`src/rtl/path_delay_meter.sv`:
```
`timescale 1ns / 1ps
`default_nettype none
// ============================================================================
// Module      : path_delay_meter
// Description : Launches a rising edge into a path under test and counts the
//               cycles until the synchronized return; optional averaging via
//               PATH_DELAY_AVG_EN.
// Revision    : 1.0 - initial release
// ============================================================================
module path_delay_meter #(
  parameter int CNT_W       = 16,
  parameter int SYNC_STAGES = 2,
  parameter int SETTLE_CYC  = 8,
  parameter int TIMEOUT     = 4095,
  parameter int LOG2_RUNS   = 3
) (
  input  logic             clk,
  input  logic             rst,
  input  logic             start,
  input  logic             path_out,
  output logic             path_in,
  output logic             busy,
  output logic             done,
  output logic [CNT_W-1:0] delay_cycles,
  output logic             timeout
);

`ifdef PATH_DELAY_AVG_EN
  localparam int RUNS_LOG2 = LOG2_RUNS;
`else
  // Single launch per request: the run count collapses to one.
  localparam int RUNS_LOG2 = 0 * LOG2_RUNS;
`endif

  localparam int ACC_W = CNT_W + RUNS_LOG2;
  localparam int RUN_W = (RUNS_LOG2 > 0) ? RUNS_LOG2 : 1;
  localparam int SET_W = $clog2(SETTLE_CYC + 1);

  localparam logic [RUN_W-1:0] RUN_LAST    = RUN_W'((1 << RUNS_LOG2) - 1);
  localparam logic [SET_W-1:0] SETTLE_LAST = SET_W'(SETTLE_CYC - 1);
  localparam logic [CNT_W-1:0] CNT_MAX     = CNT_W'(TIMEOUT);

  localparam logic [2:0] S_IDLE    = 3'd0;
  localparam logic [2:0] S_SETTLE  = 3'd1;
  localparam logic [2:0] S_LAUNCH  = 3'd2;
  localparam logic [2:0] S_MEASURE = 3'd3;
  localparam logic [2:0] S_ACCUM   = 3'd4;
  localparam logic [2:0] S_DONE    = 3'd5;

  logic [2:0]             state;
  logic [2:0]             state_nxt;
  logic [SYNC_STAGES-1:0] sync_ff;
  logic                   path_sync;
  logic [SET_W-1:0]       settle_cnt;
  logic [CNT_W-1:0]       cnt;
  logic [CNT_W-1:0]       sample;
  logic [ACC_W-1:0]       acc;
  logic [ACC_W-1:0]       acc_sum;
  logic [RUN_W-1:0]       run_cnt;
  logic                   last_run;
  logic                   to_flag;
  logic                   path_in_r;
  logic [CNT_W-1:0]       delay_r;
  logic                   timeout_r;

  always_ff @(posedge clk or posedge rst) begin
    if (rst) begin
      sync_ff <= '0;
    end else begin
      sync_ff <= {sync_ff[SYNC_STAGES-2:0], path_out};
    end
  end

  assign path_sync = sync_ff[SYNC_STAGES-1];
  assign last_run  = (run_cnt == RUN_LAST);
  assign acc_sum   = acc + ACC_W'(sample);

  always_ff @(posedge clk or posedge rst) begin
    if (rst) begin
      state <= S_IDLE;
    end else begin
      state <= state_nxt;
    end
  end

  always_comb begin
    state_nxt = state;
    unique case (state)
      S_IDLE:    if (start) state_nxt = S_SETTLE;
      S_SETTLE:  if (!path_sync && settle_cnt == SETTLE_LAST) state_nxt = S_LAUNCH;
      S_LAUNCH:  state_nxt = S_MEASURE;
      S_MEASURE: if (path_sync || cnt == CNT_MAX) state_nxt = S_ACCUM;
      S_ACCUM:   state_nxt = last_run ? S_DONE : S_SETTLE;
      S_DONE:    state_nxt = S_IDLE;
      default:   state_nxt = S_IDLE;
    endcase
  end

  always_comb begin
    busy = (state != S_IDLE);
    done = (state == S_DONE);
  end

  always_ff @(posedge clk or posedge rst) begin
    if (rst) begin
      path_in_r  <= 1'b0;
      settle_cnt <= '0;
      cnt        <= '0;
      sample     <= '0;
      acc        <= '0;
      run_cnt    <= '0;
      to_flag    <= 1'b0;
      delay_r    <= '0;
      timeout_r  <= 1'b0;
    end else begin
      // The drive is high exactly while a measurement window is open.
      path_in_r <= (state_nxt == S_MEASURE);
      unique case (state)
        S_IDLE: begin
          if (start) begin
            acc        <= '0;
            run_cnt    <= '0;
            to_flag    <= 1'b0;
            settle_cnt <= '0;
          end
        end
        S_SETTLE: begin
          if (path_sync) settle_cnt <= '0;
          else           settle_cnt <= settle_cnt + 1'b1;
        end
        S_LAUNCH: begin
          cnt        <= '0;
          settle_cnt <= '0;
        end
        S_MEASURE: begin
          if (path_sync) begin
            sample <= cnt;
          end else if (cnt == CNT_MAX) begin
            sample  <= CNT_MAX;
            to_flag <= 1'b1;
          end else begin
            cnt <= cnt + 1'b1;
          end
        end
        S_ACCUM: begin
          acc <= acc_sum;
          if (last_run) begin
            delay_r   <= CNT_W'(acc_sum >> RUNS_LOG2);
            timeout_r <= to_flag;
          end else begin
            run_cnt <= run_cnt + 1'b1;
          end
        end
        default: ;
      endcase
    end
  end

  assign path_in      = path_in_r;
  assign delay_cycles = delay_r;
  assign timeout      = timeout_r;

endmodule
`default_nettype wire

```
`config.mk`:
```
export PLATFORM = sky130hd
export DESIGN_NAME = path_delay_meter
export DESIGN_NICKNAME = d
export VERILOG_FILES = /design/src/rtl/path_delay_meter.sv
export SDC_FILE = /design/constraint.sdc
export NUM_CORES = 1
export LEC_CHECK = 0
export BUFFER_PORTS_ARGS = -buffer_cell sky130_fd_sc_hd__buf_2
export CAP_MARGIN = 0
export CORE_UTILIZATION = 60
export DETAILED_ROUTE_END_ITERATION = 10
export GPL_TIMING_DRIVEN = 0
export PLACE_DENSITY_LB_ADDON = 0.12
export SLEW_MARGIN = 30
export SYNTH_ARGS = -nofsm -noshare
export SYNTH_HDL_FRONTEND = slang
export SYNTH_SLANG_ARGS = --single-unit
```
`constraint.sdc`:
```
create_clock -name clk -period 2.7 [get_ports clk]
set_input_delay 0.135 -clock clk [delete_from_list [all_inputs] [get_ports clk]]
set_output_delay 0.135 -clock clk [all_outputs]
set_load 0.01 [all_outputs]
```
Yosys cells after proc, flatten, opt, wreduce, memory -nomap -nowiden
Cells that the tools add are included.

Register bits after elaboration: 77. Input bits: 4. Memory bits (read-only): 0. Memories: 0. Logic and storage cells: 65. Output and inout port bits: 20. Memory bits (writable): 0. Latch bits: 0.

Divide/modulo/power cells: 0. Multipliers: 0. Muxes and demuxes: 21. Eq/ne operators: 12. Add/sub/neg operators: 4. Reduce and logical (&&, ||, !) cells: 16. Bitwise operators: 1. Shifts and indexed selects: 0. Magnitude comparators: 0.

Operators with widths (number): 16-bit 2-to-1 mux (5); 16-bit case mux with 2 select lines (2); 16-bit by 1-bit adder with 16-bit output (second input constant) (1); 16-bit adder (1); 16-bit by 12-bit equality test with 1-bit output (second input constant) (1); 3-bit case mux with 5 select lines (1); 3-bit 2-to-1 mux (4); 4-bit case mux with 3 select lines (1); 3-bit by 2-bit equality test with 1-bit output (second input constant) (3); 4-bit 2-to-1 mux (2); 2-bit inequality test (second input constant) (4); 2-bit AND reduction (4); 2-bit nonzero test (4); 3-bit equality test (second input constant) (2); 3-bit nonzero test (2); 4-bit by 1-bit adder with 4-bit output (second input constant) (1); 4-bit by 3-bit equality test with 1-bit output (second input constant) (1); 1-bit 2-to-1 mux (4); 1-bit case mux with 2 select lines (2); 4-bit AND reduction (1); 3-bit by 1-bit equality test with 1-bit output (second input constant) (1); 3-bit zero test (1); 3-bit AND reduction (1); 1-bit adder (second input constant) (1); 4 further kinds (4).

Depth between registers and ports, before layout
Gate-level depths: netlist of run 1.

Depth after elaboration: 5. Depth in mapped cells: 8. Depth with buffers taken out: 8.

Worst setup path after synthesis of run 1
Ideal clock, no wire load.

Kind: register -> register. From: register sample[0]. To: register acc[12]. Data arrival time: 2034 ps. Path slack: 602 ps. Stages on the path, launching flop included: 9. Period minus slack after synthesis: 2098 ps. Data required time: 2636 ps. Path buffers: 0. Setup time: 64 ps. Cell sequence: dfrtp_1 -> ha_1 -> fa_1 -> a21o_1 -> a221oi_2 -> o21ai_0 -> nand3_1 -> mux2i_1 -> a21o_1.

Cells in the longest elaborated chain, start to end: 2.

Ends and longest elaborated chain: start, declared (RTL line 56) `logic [CNT_W-1:0] sample;`; start signal, assigned (RTL line 137) `sample <= cnt;`; 16-bit adder (RTL line 76) `assign acc_sum = acc + ACC_W'(sample);`; 16-bit case mux with 2 select lines (RTL line 118) `unique case (state)`; end signal, assigned (RTL line 146) `acc <= acc_sum;`; end, declared (RTL line 57) `logic [ACC_W-1:0] acc;`.

No other way between the ends. A chain may end at the register's enable or synchronous reset.

Final worst setup path of run 1
From: register sample[0]. To: register acc[14].

The elaborated chain is that of the path after synthesis.

==> results of run 1 <==
power breakdown:
| part | switching (mW) | internal (mW) |
|---|---|---|
| sequential | 0.180 | 1.39 |
| clock | 0.447 | 0.620 |
| combinational | 0.760 | 0.533 |
cell type report:
cell class	count	area (um^2)	share of cell area
multi-input combinational	294	1924	0.4347
tap	77	96.34	0.02176
clock buffer	9	123.9	0.02798
sequential	76	1902	0.4296
clock inverter	7	123.9	0.02798
inverter	4	17.52	0.003957
timing repair buffer	26	155.1	0.03505
buffer	17	83.83	0.01894
metrics by stage:
step / cells / hold slack (ps) / util
2_1_floorplan: 391 / 166.4 / -
3_3_place_gp: 491 / 243.2 / 0.6514
3_5_place_dp: 492 / 166.4 / 0.6550
4_1_cts: 510 / 165.3 / 0.6971
5_1_grt: 510 / 195.6 / 0.6971
6_report: 510 / 165.8 / 0.6971
cell usage after synthesis (8+ instances only):
cell type	instances
nand2_1	73
nand3_1	14
xor2_1	15
a21o_1	9
o21ai_0	14
clkbuf_1	11
nor2_1	23
a21oi_1	16
nand4_1	8
and3_1	10
o22a_1	12
ha_1	17
dfrtp_1	76
a22o_1	8
flip-flops by register name, indices dropped and copies added (netlist names):
name	cells
acc	16
cnt	16
delay_cycles	16
path_in	1
sample	16
settle_cnt	4
state	3
sync_ff	2
timeout	1
to_flag	1
worst paths after layout:
check	cells past startpoint	startpoint	slack, ps	endpoint
max	8	sample[0]	310	acc[14]
min	3	start	170	to_flag
max reg2reg	8	sample[0]	310	acc[14]
min reg2reg	0	sync_ff[0]	360	sync_ff[1]
max in group asynchronous	4	rst	1810	acc[13]
min in group asynchronous	3	rst	320	cnt[2]
worst max-delay path, cell delays in order (launching register included):
cell and delay [ps]:
dfrtp_1 410, ha_1 240, fa_1 420, a21o_1 210
a221oi_2 340, o31ai_1 220, mux2i_1 190, o311a_1 200
nand2_1 60
kinds of logic after synthesis:
family	share of synthesized area
and+or+nand+nor	0.2053
xor gates and xnor gates	0.04909
AOI/OAI and AO/OA	0.1559
buffers and inverters	0.02518
muxes	0.02072
adders and majority gates	0.05929
DFF	0.4845
metal layers:
layer / wire [um] / share of wire / vias to the layer above
li1: - / - / 1480
met1: 3818 / 0.47 / 1481
met2: 3847 / 0.48 / 49
met3: 279 / 0.035 / 9
met4: 102 / 0.013 / 0
met5: 0 / 0 / -
timing repair:
action,4_1_cts,5_1_grt
endpoints found under the setup margin,0,0
hold endpoints to repair,33,0
buffers inserted,0,0
hold buffers,2,0
==> summary.log, run 1 <==
[worst_setup_path] Worst setup EP type flop
[die] initial cell density of the core 0.6181
[timing] final worst path period need 2388 ps
[placed_design] area after detailed placement 4159 um^2
[placed_design] dpl hpwl 5771 um
[clock_tree] CTS Root Cell clkbuf_8
[final_layout] synthesis-to-layout area growth 12.78%
[timing] Worst Setup Slack, final 312.2 ps
[die] Core Region 6350 um^2
[route] total routed wirelength 8046 um
[clock_tree] buffer depth of the longest clock path 2
[final_layout] count of filler cells inserted in the layout 495
[clock_tree] CTS tree yes
[placed_design] Worst Setup Slack post-DPL 331.6 ps
[die] number of cell rows 29
[timing] sum of negative setup slack 0 ps
[final_layout] Antenna Cells 0
[worst_setup_path] largest driver fanout on the critical path 3
[die] I/O pin count 24
[synth] post-synthesis cell count 391
[final_layout] most common library cell in the layout ignoring fill and taps dfrtp_1
[timing] unrepaired setup endpoints after global routing no
[placed_design] GP Congestion 0.8746
[synth] mean instance size in the synthesized netlist 10.04 um^2
[route] via density per instance 5.920
[global_route] number of global-route vias before repair 2,947
[power] worst ir drop on vdd 660.8 uV
[synth] Synthesis Warnings 0
[global_route] GRT Max-Usage Layer met2
[worst_setup_path] kind of start point of the critical path flop
[synth] most area-consuming cells after synthesis dfrtp_1, nand2_1, ha_1, xor2_1, o22a_1
[clock_tree] later-pin clock latency in the skew report 360 ps
[global_route] pin count of the biggest net entering global routing 45
[die] chip width 82.88 um
[global_route] Congestion Overflow GR 0
[synth] share of flip-flops with an asynchronous set or reset 1.000
[route] router iterations before antenna repair 4
[global_route] fraction of met1 tracks used by global routing 0.3471
[final_layout] commonest cells after routing, fill and taps aside dfrtp_1, nand2_1, buf_2
[final_layout] post-route design area 4427 um^2
[clock_tree] CTS H-tree lvls 3
[placed_design] Port Buffers 23
[timing] final clock period utilization by the worst path 0.8844
[global_route] global-route wire length before repair 13,940 um
[clock_tree] clock buffers created by TritonCTS 9
[synth] register area share after synthesis 0.4845
[synth] area fraction of the dominant cell type after synthesis 0.4845
[clock_tree] Clock Pin Slew Worst Setup and Hold Paths 80 ps
[route] DR vias 3,019
[synth] cell type with the largest total area after synthesis dfrtp_1
[timing] Max Transition Viols Final 0
[route] First DRT Iteration DRCs 160
[final_layout] layout cells sized above 1 0.1455
[route] drt drc 0
[route] number of nets still failing antenna checks after routing 0
[timing] peak clock frequency supported by timing 418.8 MHz
[power] leak pwr 2.289 nW
[timing] Max transition margin 0.5488
[global_route] number of antenna violations at the first check in global routing 0
[global_route] combined global-route utilization of all metal layers 0.2542
[synth] #FFs+latches synth 76
[worst_setup_path] start-to-end type of the worst setup path reg -> reg
[job] max_cap viols 0
[synth] top flip-flop cell by instance count after synthesis dfrtp_1
[synth] post-synth net total 413
[timing] Worst Tran Pin Value 671.6 ps
[timing] final setup skew 7.554 ps
[global_route] met2 routing resource usage after global routing 0.4173
[synth] total standard cell area after synthesis 3925 um^2
[global_route] GR Util met3 0.03579
[die] height of the chip 82.88 um
[run_status] run status complete, no violations
[final_layout] final layout net count 450
[clock_tree] TritonCTS Sinks 76
[clock_tree] PostCTS Resize Cnt 0
[min_path] class of the worst hold path in -> reg
[synth] number of library cell types mapped by synthesis 56
[power] overall power of the completed layout 3.934 mW
[route] final routed wire length divided by cell count 15.78 um
[timing] Setup Viol. Count Final 0
[power] PD cells 888.6 nW/um^2
[timing] number of endpoints with negative hold slack in the final report 0
[worst_setup_path] worst path arrival time 2640 ps
[synth] number of enable flip-flop cells after synthesis 0
[worst_setup_path] required time reported for the critical path endpoint 2950 ps
[die] full die area 6869 um^2
Power figures use the tool's default switching activity.
==> run 2, diff against run 1 <==
--- a/config.mk
+++ b/config.mk
@@ -10,6 +10,7 @@
 export CORE_UTILIZATION = 60
 export DETAILED_ROUTE_END_ITERATION = 10
 export GPL_TIMING_DRIVEN = 0
+export MAX_ROUTING_LAYER = met4
 export PLACE_DENSITY_LB_ADDON = 0.12
 export SLEW_MARGIN = 30
 export SYNTH_ARGS = -nofsm -noshare
==> run 2 against run 1 <==
Against the previous run:
- combinational power about the same
- final area increased by 0.20%
- clock skew increased by 4.5 ps
- flip-flop and latch count stayed put
- utilization grew 0.14 points
- register-to-register slack worse by 50 ps
- sequential share of layout area down 0.085 points
- clock power about the same
- critical endpoint is now delay_cycles[12]
==> summary.log, run 2 (synthesized netlist as in run 1, its figures left out) <==
[global_route] combined global-route utilization of all metal layers 0.2646 [+0.01048]
[clock_tree] clock buffers created by TritonCTS 9 [unchanged]
[route] via density per instance 5.894 [-0.43%]
[final_layout] commonest cells after routing, fill and taps aside dfrtp_1, nand2_1, buf_2
[route] met2 wire length 3741 um [-2.8%]
[global_route] number of global-route vias before repair 2,917 [-1.0%]
[timing] peak clock frequency supported by timing 410.9 MHz [-1.9%]
[placed_design] Worst Setup Slack post-DPL 317.8 ps [-13.83 ps]
[timing] Worst Tran Pin Value 710.0 ps [+38.44 ps]
[final_layout] most common library cell in the layout ignoring fill and taps dfrtp_1
[route] final routed wire length divided by cell count 15.78 um [about the same]
[die] Core Region 6350 um^2 [unchanged]
[final_layout] final layout net count 450 [unchanged]
[run_status] run status complete, no violations
[worst_setup_path] start-to-end type of the worst setup path reg -> reg
[route] met3 wire length 201 um [-28%]
[global_route] Congestion Overflow GR 0 [unchanged]
[route] total routed wirelength 8048 um [about the same]
[clock_tree] Clock Pin Slew Worst Setup and Hold Paths 90 ps [about the same]
[route] number of nets still failing antenna checks after routing 0 [unchanged]
[final_layout] layout cells sized above 1 0.1455 [unchanged]
[timing] Worst Setup Slack, final 266.0 ps [-46.18 ps]
[clock_tree] CTS H-tree lvls 3 [unchanged]
[worst_setup_path] kind of start point of the critical path flop
[min_path] depth of the worst hold-timing path 3 [unchanged]
[final_layout] Antenna Cells 0 [unchanged]
[clock_tree] TritonCTS Sinks 76 [unchanged]
[clock_tree] later-pin clock latency in the skew report 350 ps [about the same]
[power] PD cells 887.8 nW/um^2 [about the same]
[worst_setup_path] Worst setup EP type flop
[clock_tree] PostCTS Resize Cnt 0 [unchanged]
[die] full die area 6869 um^2 [unchanged]
[clock_tree] post-CTS setup buffer count 0 [unchanged]
[die] chip width 82.88 um [unchanged]
[power] worst ir drop on vdd 643.8 uV [-2.6%]
[timing] Max transition margin 0.5235 [-0.02536]
[worst_setup_path] worst path arrival time 2720 ps [+80 ps]
[clock_tree] buffer depth of the longest clock path 2 [unchanged]
[die] I/O pin count 24 [unchanged]
[timing] Max Transition Viols Final 0 [unchanged]
[global_route] global-route wire length before repair 14,100 um [+1.1%]
[route] First DRT Iteration DRCs 166 [+3.8%]
[power] overall power of the completed layout 3.938 mW [+0.10%]
[worst_setup_path] worst-case reg-to-reg path depth 8 [unchanged]
[worst_setup_path] required time reported for the critical path endpoint 2990 ps [+40 ps]
[min_path] class of the worst hold path in -> reg
[route] uppermost metal layer occupied by signal nets met4
[min_path] Hold EP to_flag
[placed_design] Port Buffers 23 [unchanged]
[timing] final clock period utilization by the worst path 0.9015 [+0.01710]
[worst_setup_path] Worst R2R Start sample[0]
[die] initial cell density of the core 0.6181 [unchanged]
[route] total routed wire length on the met1 layer 3976 um [+4.1%]
[worst_setup_path] largest driver fanout on the critical path 3 [unchanged]
[global_route] number of antenna violations at the first check in global routing 0 [unchanged]
[route] drt drc 0 [unchanged]
[timing] final worst path period need 2434 ps [+46.18 ps]
[placed_design] dpl hpwl 5699 um [-1.2%]
[placed_design] GP Congestion 0.8859 [+1.3%]
[power] leak pwr 2.295 nW [+0.25%]
[timing] unrepaired setup endpoints after global routing no
[min_path] startpoint of the worst hold path start
[final_layout] synthesis-to-layout area growth 13.01%
[die] number of cell rows 29 [unchanged]
[worst_setup_path] capture point of the worst reg-to-reg path delay_cycles[12]
[job] max_cap viols 0 [unchanged]
[route] router iterations before antenna repair 4 [unchanged]
[clock_tree] CTS Root Cell clkbuf_8
[clock_tree] hold buffer count at cts 2 [unchanged]
[timing] Setup Viol. Count Final 0 [unchanged]
[clock_tree] CTS tree yes
[timing] number of endpoints with negative hold slack in the final report 0 [unchanged]
[timing] final setup skew 12.00 ps [+4.451 ps]
[route] DR vias 3,006 [-0.43%]
[worst_setup_path] R2R Setup Slk 270 ps [-50 ps]
[global_route] pin count of the biggest net entering global routing 46 [+2.2%]
[die] height of the chip 82.88 um [unchanged]
[run 2: changes by cell type in the layout (fill, tap and decap cells not counted)]
cell / before / now
buf_12: 1 / 0
buf_16: 0 / 1
clkbuf_8: 9 / 10
clkinv_2: 0 / 1
clkinv_4: 2 / 1
inv_6: 1 / 0
[run 2: worst max-delay path by stage]
stage                   start          endpoint  slack [ps]  depth (start not counted)
finish              sample[0]  delay_cycles[12]         270                          8
global route        sample[0]           acc[12]         170                          8
CTS                 sample[0]  delay_cycles[14]         290                          8
detailed placement  sample[0]           acc[12]         320                          8
global placement          rst  delay_cycles[14]        -220                          2
floorplan           sample[0]           acc[12]         600                          8
[run 2: worst max-delay path: stages (launching register included)]
cell and delay (ps):
dfrtp_1 400, ha_1 230, fa_1 410, a21o_1 200
a221oi_2 380, o21ai_0 220, nand3_1 160, mux2i_1 270
a21o_1 110
[run 2: per-stage QoR]
step,hold WS [ps],cells,TNS [ps],area (um^2),utilization
global placement,243.4,491,-16750,4136,0.6514
finish,153.1,510,0,4436,0.6985
global route,154.4,510,0,4436,0.6985
CTS,149.6,510,0,4436,0.6985
floorplan,166.4,391,0,3925,-
detailed placement,175.3,492,0,4167,0.6562
[run 2: final cells by class]
| cell class | instances | area, um^2 |
|---|---|---|
| plain buffers | 17 | 83.83 |
| inverters | 4 | 17.52 |
| clock buffers | 10 | 137.6 |
| repair buffers | 26 | 162.7 |
| multi-input cells | 294 | 1924 |
| fillers | 473 | 1914 |
| flip-flops and latches | 76 | 1902 |
| well taps | 77 | 96.34 |
| clock inverters | 6 | 111.4 |
[run 2: power by group]
group          leakage [nW]  internal (mW)  switching [mW]
registers              1.02           1.39           0.178
clock network         0.122          0.639           0.438
logic                  1.15          0.534           0.754
[run 2: layer usage]
layer | GRT usage | up-vias
li1 | - | 1469
met1 | 0.3593 | 1468
met2 | 0.4106 | 57
met3 | 0.03678 | 12
met4 | 0.09404 | 0
met5 | - | -
